### src/rtl/lift_call_scheduler.sv
// LOOK call scheduler for a single-car lift: latches floor calls, steers the
// car's request floor and times the door dwell at each served floor.
module lift_call_scheduler #(
  parameter int NUM_FLOORS   = 16,
  parameter int FLOOR_W      = 6,
  parameter int DWELL_CYCLES = 4
) (
  input  logic                  clk,
  input  logic                  reset,
  input  logic [NUM_FLOORS-1:0] call_set,
  input  logic [FLOOR_W-1:0]    cur_floor,
  input  logic                  lift_stop,
  output logic [FLOOR_W-1:0]    target_floor,
  output logic [NUM_FLOORS-1:0] pending,
  output logic                  dir_up,
  output logic                  dir_down,
  output logic                  door_open,
  output logic                  served,
  output logic [FLOOR_W-1:0]    served_floor
);

  // state | meaning
  // IDLE  | no committed direction; waiting for a call or serving one at cur_floor
  // MOVE  | car travelling in dir_up/dir_down toward target_floor
  // DWELL | door open at a served floor; counter times the dwell
  typedef enum logic [1:0] {IDLE, MOVE, DWELL} state_t;

  localparam int CNT_W = $clog2(DWELL_CYCLES + 1);

  state_t                  state, state_nxt;
  logic [CNT_W-1:0]        cnt, cnt_nxt;
  logic                    last_up, last_up_nxt;
  logic [FLOOR_W-1:0]      target_nxt, served_floor_nxt;
  logic                    dir_up_nxt, dir_down_nxt, door_nxt, serve, go_up;
  logic [NUM_FLOORS-1:0]   cur_oh, call_mask, clr, pending_nxt;
  logic                    cur_valid;
  logic                    up_hit, dn_hit;
  logic [FLOOR_W-1:0]      up_f, dn_f;

  assign cur_valid = cur_floor < FLOOR_W'(NUM_FLOORS);
  assign cur_oh    = cur_valid ? (NUM_FLOORS'(1) << cur_floor) : '0;

  // Nearest pending floor at or above / at or below the car.
  always_comb begin
    up_hit = 1'b0;
    up_f   = '0;
    dn_hit = 1'b0;
    dn_f   = '0;
    for (int f = NUM_FLOORS - 1; f >= 0; f--) begin
      if (pending[f] && (FLOOR_W'(f) >= cur_floor)) begin
        up_hit = 1'b1;
        up_f   = FLOOR_W'(f);
      end
    end
    for (int f = 0; f < NUM_FLOORS; f++) begin
      if (pending[f] && (FLOOR_W'(f) <= cur_floor)) begin
        dn_hit = 1'b1;
        dn_f   = FLOOR_W'(f);
      end
    end
  end

  always_comb begin
    state_nxt    = state;
    cnt_nxt      = cnt;
    last_up_nxt  = last_up;
    target_nxt   = target_floor;
    dir_up_nxt   = dir_up;
    dir_down_nxt = dir_down;
    door_nxt     = 1'b0;
    serve        = 1'b0;
    go_up        = 1'b0;
    call_mask    = call_set;
    case (state)
      IDLE: begin
        dir_up_nxt   = 1'b0;
        dir_down_nxt = 1'b0;
        if (cur_valid) target_nxt = cur_floor;
        if (pending != '0) begin
          if ((pending & cur_oh) != '0) begin
            serve = 1'b1;
          end else begin
            // Keep the last direction while it still has work, else reverse.
            go_up        = last_up ? up_hit : !dn_hit;
            last_up_nxt  = go_up;
            dir_up_nxt   = go_up;
            dir_down_nxt = !go_up;
            target_nxt   = go_up ? up_f : dn_f;
            state_nxt    = MOVE;
          end
        end
      end
      MOVE: begin
        if (lift_stop && (cur_floor == target_floor)) serve = 1'b1;
        else if (dir_up && up_hit) target_nxt = up_f;
        else if (dir_down && dn_hit) target_nxt = dn_f;
      end
      DWELL: begin
        if (cur_valid) target_nxt = cur_floor;
        // A call at the open door reopens it instead of queuing a new stop.
        call_mask = call_set & ~cur_oh;
        if ((call_set & cur_oh) != '0) begin
          cnt_nxt  = CNT_W'(DWELL_CYCLES);
          door_nxt = 1'b1;
        end else if (cnt > CNT_W'(1)) begin
          cnt_nxt  = cnt - 1'b1;
          door_nxt = 1'b1;
        end else begin
          cnt_nxt      = '0;
          state_nxt    = IDLE;
          dir_up_nxt   = 1'b0;
          dir_down_nxt = 1'b0;
        end
      end
      default: state_nxt = IDLE;
    endcase
    if (serve) begin
      state_nxt  = DWELL;
      cnt_nxt    = CNT_W'(DWELL_CYCLES);
      door_nxt   = 1'b1;
      target_nxt = cur_floor;
    end
  end

  assign clr              = serve ? cur_oh : '0;
  assign pending_nxt      = (pending | call_mask) & ~clr;
  assign served_floor_nxt = serve ? cur_floor : served_floor;

  always_ff @(posedge clk) begin
    if (reset) begin
      state        <= IDLE;
      cnt          <= '0;
      last_up      <= 1'b1;
      pending      <= '0;
      target_floor <= '0;
      dir_up       <= 1'b0;
      dir_down     <= 1'b0;
      door_open    <= 1'b0;
      served       <= 1'b0;
      served_floor <= '0;
    end else begin
      state        <= state_nxt;
      cnt          <= cnt_nxt;
      last_up      <= last_up_nxt;
      pending      <= pending_nxt;
      target_floor <= target_nxt;
      dir_up       <= dir_up_nxt;
      dir_down     <= dir_down_nxt;
      door_open    <= door_nxt;
      served       <= serve;
      served_floor <= served_floor_nxt;
    end
  end

endmodule

### config.mk
export PLATFORM = sky130hd
export DESIGN_NAME = lift_call_scheduler
export DESIGN_NICKNAME = d
export VERILOG_FILES = /design/src/rtl/lift_call_scheduler.sv
export SDC_FILE = /design/constraint.sdc
export NUM_CORES = 1
export LEC_CHECK = 0
export BUFFER_PORTS_ARGS = -buffer_cell sky130_fd_sc_hd__buf_2
export CAP_MARGIN = 20
export CORE_MARGIN = 2
export CORE_UTILIZATION = 40
export DETAILED_ROUTE_END_ITERATION = 10
export GPL_TIMING_DRIVEN = 0
export PLACE_DENSITY = 0.65
export SYNTH_ARGS = -nofsm -noshare
export SYNTH_HDL_FRONTEND = slang
export SYNTH_SLANG_ARGS = --single-unit
### constraint.sdc
create_clock -name clk -period 2.9 [get_ports clk]
set_clock_uncertainty 0.15 [all_clocks]
set_input_delay 0 -clock clk [delete_from_list [all_inputs] [get_ports clk]]
set_output_delay 0 -clock clk [all_outputs]
set_load 0.05 [all_outputs]
# After elaboration in Yosys (flattened, before gate mapping)
# Cells that the tools add are included.
# word_totals
register_bits	38
inputBits	25
elab_cells	223
# classes
add_sub_neg	1
order_cmp	34
eq_ne	14
shift	1
n_mux	102
bitwise_logic	9
n_reduce_logical	50
# ops
op	count
$mux 6	37
$and 16x16->16	4
$ge 4x6->1 const A	8
$le 4x6->1 const A	8
$mux 16	3
$reduce_bool 16->1	3
$mux 1	47
$logic_and 1x1->1	35
$not 16->16	2
$ge 3x6->1 const A	4
$le 3x6->1 const A	4
$pmux 6 s3	1
$or 16x16->16	1
$shl 1x6->16 const A	1
$ne 3x3->1 const B	5
$ge 1x6->1 const A	2
$ge 2x6->1 const A	2
$le 1x6->1 const A	2
$le 2x6->1 const A	2
$mux 3	4
$mux 2	5
$ne 2x2->1 const B	5
$reduce_and 5->1	2
$reduce_and 3->1	3
16 further kinds	21

# Longest topological paths before layout
# Gate-level depths: netlist of run 1.
# logic_depth
word_depth	25
mapped_depth	12

# Worst setup path before layout of run 1
# OpenSTA, ideal clock, no wires.
# synth_timing
kind	register to register
startpoint	register pending[11]
endpoint	register target_floor[0]
arrival_ps	2469
t_required_ps	2614
path_slack_ps	146
stages_incl_launch_ff	9
synth_period_minus_slack_ps	2754
path_cell_list	dfxtp_1 buf_1 nand2b_1 o221ai_1 a31oi_1 o41ai_2 mux2_2 a221oi_1 o32ai_1
# synth_between
elab_chain_len	19
elab_cells_between_ends	58
# synth_rtl
element	line	source
from (decl)	14	output logic [NUM_FLOORS-1:0] pending,
from (signal assigned)	145	pending <= pending_nxt;
$logic_and 1x1->1	50	if (pending[f] && (FLOOR_W'(f) >= cur_floor)) begin
$mux 1 (12 in a row)	50	
$mux 1	84	go_up = last_up ? up_hit : !dn_hit;
$mux 6	88	target_nxt = go_up ? up_f : dn_f;
$mux 6	80	if ((pending & cur_oh) != '0) begin
$mux 6	79	if (pending != '0) begin
$pmux 6 s3	74	case (state)
$mux 6	117	if (serve) begin
to (signal assigned)	146	target_floor <= target_nxt;
to (decl)	13	output logic [FLOOR_W-1:0] target_floor,
# Parallel ways exist; a longest one is shown, timed or not. The select of a mux whose other input is x is not followed.
# A chain may end at the register's enable or synchronous reset.

# Worst setup path in the final report of run 1
# layout_timing
startpoint	register pending[2]
endpoint	register target_floor[0]
# layout_between
elab_chain_len	22
elab_cells_between_ends	58
# layout_rtl
element	line	source
$logic_and 1x1->1	56	if (pending[f] && (FLOOR_W'(f) <= cur_floor)) begin
$mux 1 (14 in a row)	56	
$logic_not 1->1	84	
$mux 1	84	
$mux 6	88	
$mux 6	80	
$mux 6	79	
$pmux 6 s3	74	
$mux 6	117	
# Parallel ways exist; a longest one is shown, timed or not. The select of a mux whose other input is x is not followed.

==> out/metrics.csv, run 1 <==
metric;value;unit
status;completed;
postLayoutCoreUtil;0.503;
fp.dieW;95.6;um
synth_area_leaders;dfxtp_1, a21oi_1, nand2_1;
grt_pass1_vias;3673;
fillers;837;
fin_nets;553;
final-hold-violation-count;0;
io_buffers;53;
end_kind;flop;
drive_gt1_frac;0.219;
comb_power_share;0.435;
synth_top_area_frac;0.227;
rows;33;
cts_tree;yes;
cts-buffers-inserted;5;
max_cap_violations;0;
synth_cell_types;79;
synth_area_leader_cell;dfxtp_1;
overflow;0;
syn-num-nets;475;
coreArea;8180;um2
place_congestion;0.963;
netlist_area;3350;um2
wl_per_cell;19.6;um
power.switching;0.919;mW
p_seq_frac;0.307;
ys_seq_elements;38;
async_flop_share;0;
finalSetupTns;0;ns
dr_total_vias;3922;
powerDensity;529;nW/um2
clk_pin_slew;0.09;ns
yosysSeqAreaShare;0.227;
grt_usage;0.274;
place_hpwl;9110;um
crit_arrival;2.86;ns
placed_area;3750;um2
min_period;2.84;ns
routed_via_density;6.24;
ctsLongestPathBuffers;2;
critPathKind;reg -> reg;
finalCritPeriodShare;0.979;
antenna_left;0;
p_int;1.26;mW
area_delta_synth_final;22.7;%
die_y;95.6;um
p_leak;1.66;nW
worstPathRequired;2.92;ns
worstMarginPinSlew;0.613;ns
path_max_fanout;9;
final-setup-viol-count;0;
drtIter0Drc;488;
routed_wl;12300;um
drc;0;
synthCells;445;
design_area;4120;um2
pin_count;57;
slew_headroom;0.591;
slew_violations;0;
final-seq-area;762;um2
clkPwrFrac;0.258;
hold_class;in -> reg;
ctsHtreeMaxLevel;2;
synth_edf_count;0;
ir_worst_vdd;0.395;mV
synthFlopType;dfxtp_1;
dr.pass1.iters;5;
switching_share;0.422;
grt_max_degree;14;
cts-root-buf;clkbuf_8;
antenna_found_initial;0;
avgSynthCellArea;7.54;um2
clock_sinks;38;
yosys_warnings;0;
antenna_cells;0;
grt_pass1_wl;19400;um
multi_input_area;2360;um2
max_freq;352;MHz
cp-start-kind;flop;
clk_latency;0.30;ns
r2r_setup_slack;0.06;ns
start_util;0.410;
die_area;9130;um2
cells in the mapped netlist (all sizes together) (7+ instances only):
library cell	count
a311oi	7
a211oi	13
buf	20
dfxtp	38
nand2	53
clkbuf	19
nand3	11
and3	8
nor2b	8
nor3	11
o21ai	20
nand4	10
a31oi	7
a21oi	43
nor2	22
inv	20
mux2i	9
state kept, by name, indices dropped and copies added (netlist names):
signal / flops
pending: 16
served_floor: 6
target_floor: 6
cnt: 3
state: 2
dir_down: 1
dir_up: 1
door_open: 1
last_up: 1
served: 1
worst paths after layout:
| path | end | cells after the start | start |
|---|---|---|---|
| hold reg to reg | served_floor[5] | 2 | served_floor[5] |
| hold / removal | target_floor[4] | 4 | cur_floor[4] |
| setup / recovery | target_floor[0] | 9 | pending[2] |
| setup reg to reg | target_floor[0] | 9 | pending[2] |
critical path, stage by stage (launching register included):
cell	delay, ns
dfxtp_1	0.34
clkbuf_1	0.36
nor2b_1	0.14
o21a_1	0.20
a311o_1	0.32
a211oi_1	0.31
o21ai_1	0.15
mux2_2	0.29
a221oi_1	0.31
o32ai_1	0.14
stage by stage:
step / hold WS (ns) / worst slack, ns / power (mW) / std cells
4_1_cts: 0.0260 / 0.0198 / 2.14 / 628
3_5_place_dp: 0.183 / 0.00639 / 1.57 / 603
6_report: 0.0355 / 0.0597 / 2.18 / 629
3_3_place_gp: 0.175 / 0.0354 / 1.56 / 603
2_1_floorplan: 0.0178 / 0.146 / 1.33 / 445
5_1_grt: 0.0353 / -0.0000608 / 2.28 / 629
metal layers:
metal,global-route usage,share of wire,up-vias
li1,-,-,1835
met1,0.385,0.45,1849
met2,0.437,0.45,214
met3,0.0300,0.082,24
met4,0.0893,0.017,0
met5,0,0,-
power by group through the flow:
stage / clock (mW) / combinational (mW) / sequential, mW
2_1_floorplan: 0 / 0.497 / 0.837
3_3_place_gp: 0 / 0.883 / 0.674
3_5_place_dp: 0 / 0.890 / 0.675
4_1_cts: 0.564 / 0.915 / 0.664
5_1_grt: 0.586 / 1.01 / 0.675
6_report: 0.561 / 0.948 / 0.669
layout make-up:
class,instances,area share
Multi-Input combinational cell,348,0.574
Timing Repair Buffer,71,0.108
Tap cell,105,0.0319
Inverter,20,0.0182
Buffer,39,0.0499
Sequential cell,38,0.185
Clock inverter,3,0.0167
Clock buffer,5,0.0167
cells by family (layout without fill, tap and decap cells):
group                      count (synthesis)  in the layout  share of synthesized area
muxes                                     14             14                     0.0474
and+or+nand+nor                          156            156                      0.252
buffers and inverters                     59            138                     0.0824
DFF                                       38             38                      0.227
AOI/OAI and AO/OA                        167            167                      0.357
xor gates and xnor gates                   6              6                     0.0157
adders and majority gates                  5              5                     0.0186
timing repair:
action | in CTS | in global routing
endpoints found under the hold margin | 20 | 0
endpoints found under the setup margin | 1 | 17
pin swaps | 0 | 1
resized for setup | 2 | 11
hold buffers | 17 | 0
setup buffers | 0 | 1
cell usage in the layout, fill, tap and decap left out, types with 10 or more instances in the layout:
| cell | count |
|---|---|
| nor2_1 | 21 |
| buf_2 | 61 |
| a21oi_1 | 42 |
| nand4_1 | 10 |
| a211oi_1 | 13 |
| inv_1 | 20 |
| o21ai_0 | 17 |
| dlygate4sd3_1 | 17 |
| clkbuf_1 | 17 |
| nand3_1 | 11 |
| dfxtp_1 | 37 |
| nand2_1 | 52 |
(Power assumes the default switching activity.)
==> inputs of run 2 (changes only) <==
clock period = 3 ns   (was 2.9 ns; I/O delays follow)
==> run 2 against run 1 <==
Net effect: die area unchanged; worst hold slack improved by 0.0027 ns; combinational power down 3.7%; sequential power decreased by 3.4%; count of clock-buffer cells in the layout stayed put; flip-flop and latch count unchanged; via count is 0.84% higher; critical path depth up 1; design area fell by 0.21%; first-iteration DRC count decreased by 0.41%; power shrank 3.7%; worst setup slack gained 0.077 ns; critical path type unchanged; highest routed layer unchanged.
==> out/metrics.csv, run 2 (same netlist as run 1, synthesis figures left out) <==
metric;value;unit
status;completed;
hold_path_startpoint;cur_floor[4];
area_delta_synth_final;22.4;%
slowest_delay;0.39;ns
critPathKind;reg -> reg;
rr_startpoint;pending[11];
slew_headroom;0.588;
regMostFlops;pending;
drive_gt1_frac;0.212;
worstHoldPathCells;4;
routed_via_density;6.29;
antenna_cells;0;
grt_pass1_vias;3672;
cts-buffers-inserted;5;
min_period;2.86;ns
grt_usage;0.273;
ctsLongestPathBuffers;2;
regToRegEndpoint;target_floor[2];
grt_max_degree;14;
final_common_cell;buf_2;
cpMostUsedCell;a211o_1;
r2r_cells;10;
dr_total_vias;3955;
drc;0;
rsz0062_at_grt;no;
design_area;4110;um2
pin_count;57;
overflow;0;
path_max_fanout;10;
worst_slack;0.136;ns
placed_cells;603;
whs_endpoint;served_floor[4];
worstPathRequired;3.08;ns
slew_violations;0;
hold_ws;0.0383;ns
antenna_left;0;
max_freq;349;MHz
coreArea;8180;um2
finalSetupTns;0;ns
largest_register_ffs;16;
powerDensity;511;nW/um2
hold_class;in -> reg;
p_leak;1.65;nW
start_util;0.410;
final_cell_mix;buf_2, nand2_1, a21oi_1;
rows;33;
grt_pass1_wl;19400;um
final-hold-violation-count;0;
finalCritPeriodShare;0.955;
wl_per_cell;19.6;um
r2r_setup_slack;0.14;ns
placed_area;3750;um2
worstMarginPinSlew;0.618;ns
place_congestion;0.963;
die_y;95.6;um
reg.largest.list;pending (16), served_floor (6), target_floor (6);
crit_arrival;2.94;ns
stdcell_count;629;
max_cap_violations;0;
clock_sinks;38;
drtIter0Drc;486;
cts_tree;yes;
die_area;9130;um2
fin_nets;553;
place_hpwl;9110;um
ir_worst_vdd;0.377;mV
end_kind;flop;
dr.pass1.iters;7;
clk_latency;0.30;ns
ctsHtreeMaxLevel;2;
clk_pin_slew;0.09;ns
io_buffers;53;
cp_cell_sequence;buf_1 -> mux2_2 -> nand2_1 -> a211o_1 -> nand4b_4 -> nand2b_1 -> clkbuf_1 -> a21oi_1 -> a211o_1 -> a31oi_1;
cts-root-buf;clkbuf_8;
cp_slowest_cell;buf_1;
power.total;2.10;mW
routed_wl;12300;um
final-setup-viol-count;0;
cp-start-kind;flop;
detailedPlace.worstSlack;0.106;ns
antenna_found_initial;0;
postLayoutCoreUtil;0.502;
fp.dieW;95.6;um
fillers;845;
[run 2: cell types whose count changed in the layout (fill, tap and decap cells not counted)]
cell	before	now
a21oi_1	42	43
a21oi_2	1	0
buf_1	2	3
clkbuf_1	17	18
clkbuf_2	3	1
nand2_1	52	53
nand2_2	1	0
[run 2: power breakdown]
part | switching (mW) | internal [mW]
clock | 0.204 | 0.333
combinational | 0.599 | 0.315
sequential | 0.0798 | 0.566
[run 2: what timing repair did]
action	CTS	global route
gates resized for setup	0	8
endpoints found under the setup margin	0	7
hold endpoints to repair	20	0
buffers inserted	0	1
hold buffers	17	0
[run 2: worst max path at each step]
stage / start / to / slack, ns / depth (start not counted)
final: pending[11] / target_floor[2] / 0.14 / 10
after global routing: pending[11] / target_floor[1] / 0.03 / 9
after CTS: pending[11] / target_floor[0] / 0.09 / 8
after detailed placement: cur_floor[1] / dir_down / 0.11 / 11
after global placement: pending[11] / target_floor[0] / 0.14 / 8
after floorplan: pending[11] / target_floor[0] / 0.25 / 8
[run 2: worst max-delay path: cells and delay by family (launching register included)]
| family | cells | cell delay (ns) |
|---|---|---|
| compound gates | 4 | 0.94 |
| buf+inv | 2 | 0.75 |
| flops | 1 | 0.33 |
| mux | 1 | 0.24 |
| simple gates | 3 | 0.38 |
[run 2: cell type report]
class	count	area (um2)	area share
clock buffers	5	68.8	0.0168
well taps	105	131	0.0320
flip-flops and latches	38	762	0.186
repair buffers	71	443	0.108
multi-input cells	348	2350	0.573
clock inverters	3	68.8	0.0168
inverters	20	75.1	0.0183
plain buffers	39	203	0.0494
[run 2: per-layer routing]
layer,vias to the layer above,GRT usage,share of wire
met5,-,0,0
met2,222,0.434,0.46
met4,0,0.0881,0.018
li1,1831,-,-
met3,28,0.0340,0.080
met1,1874,0.383,0.44
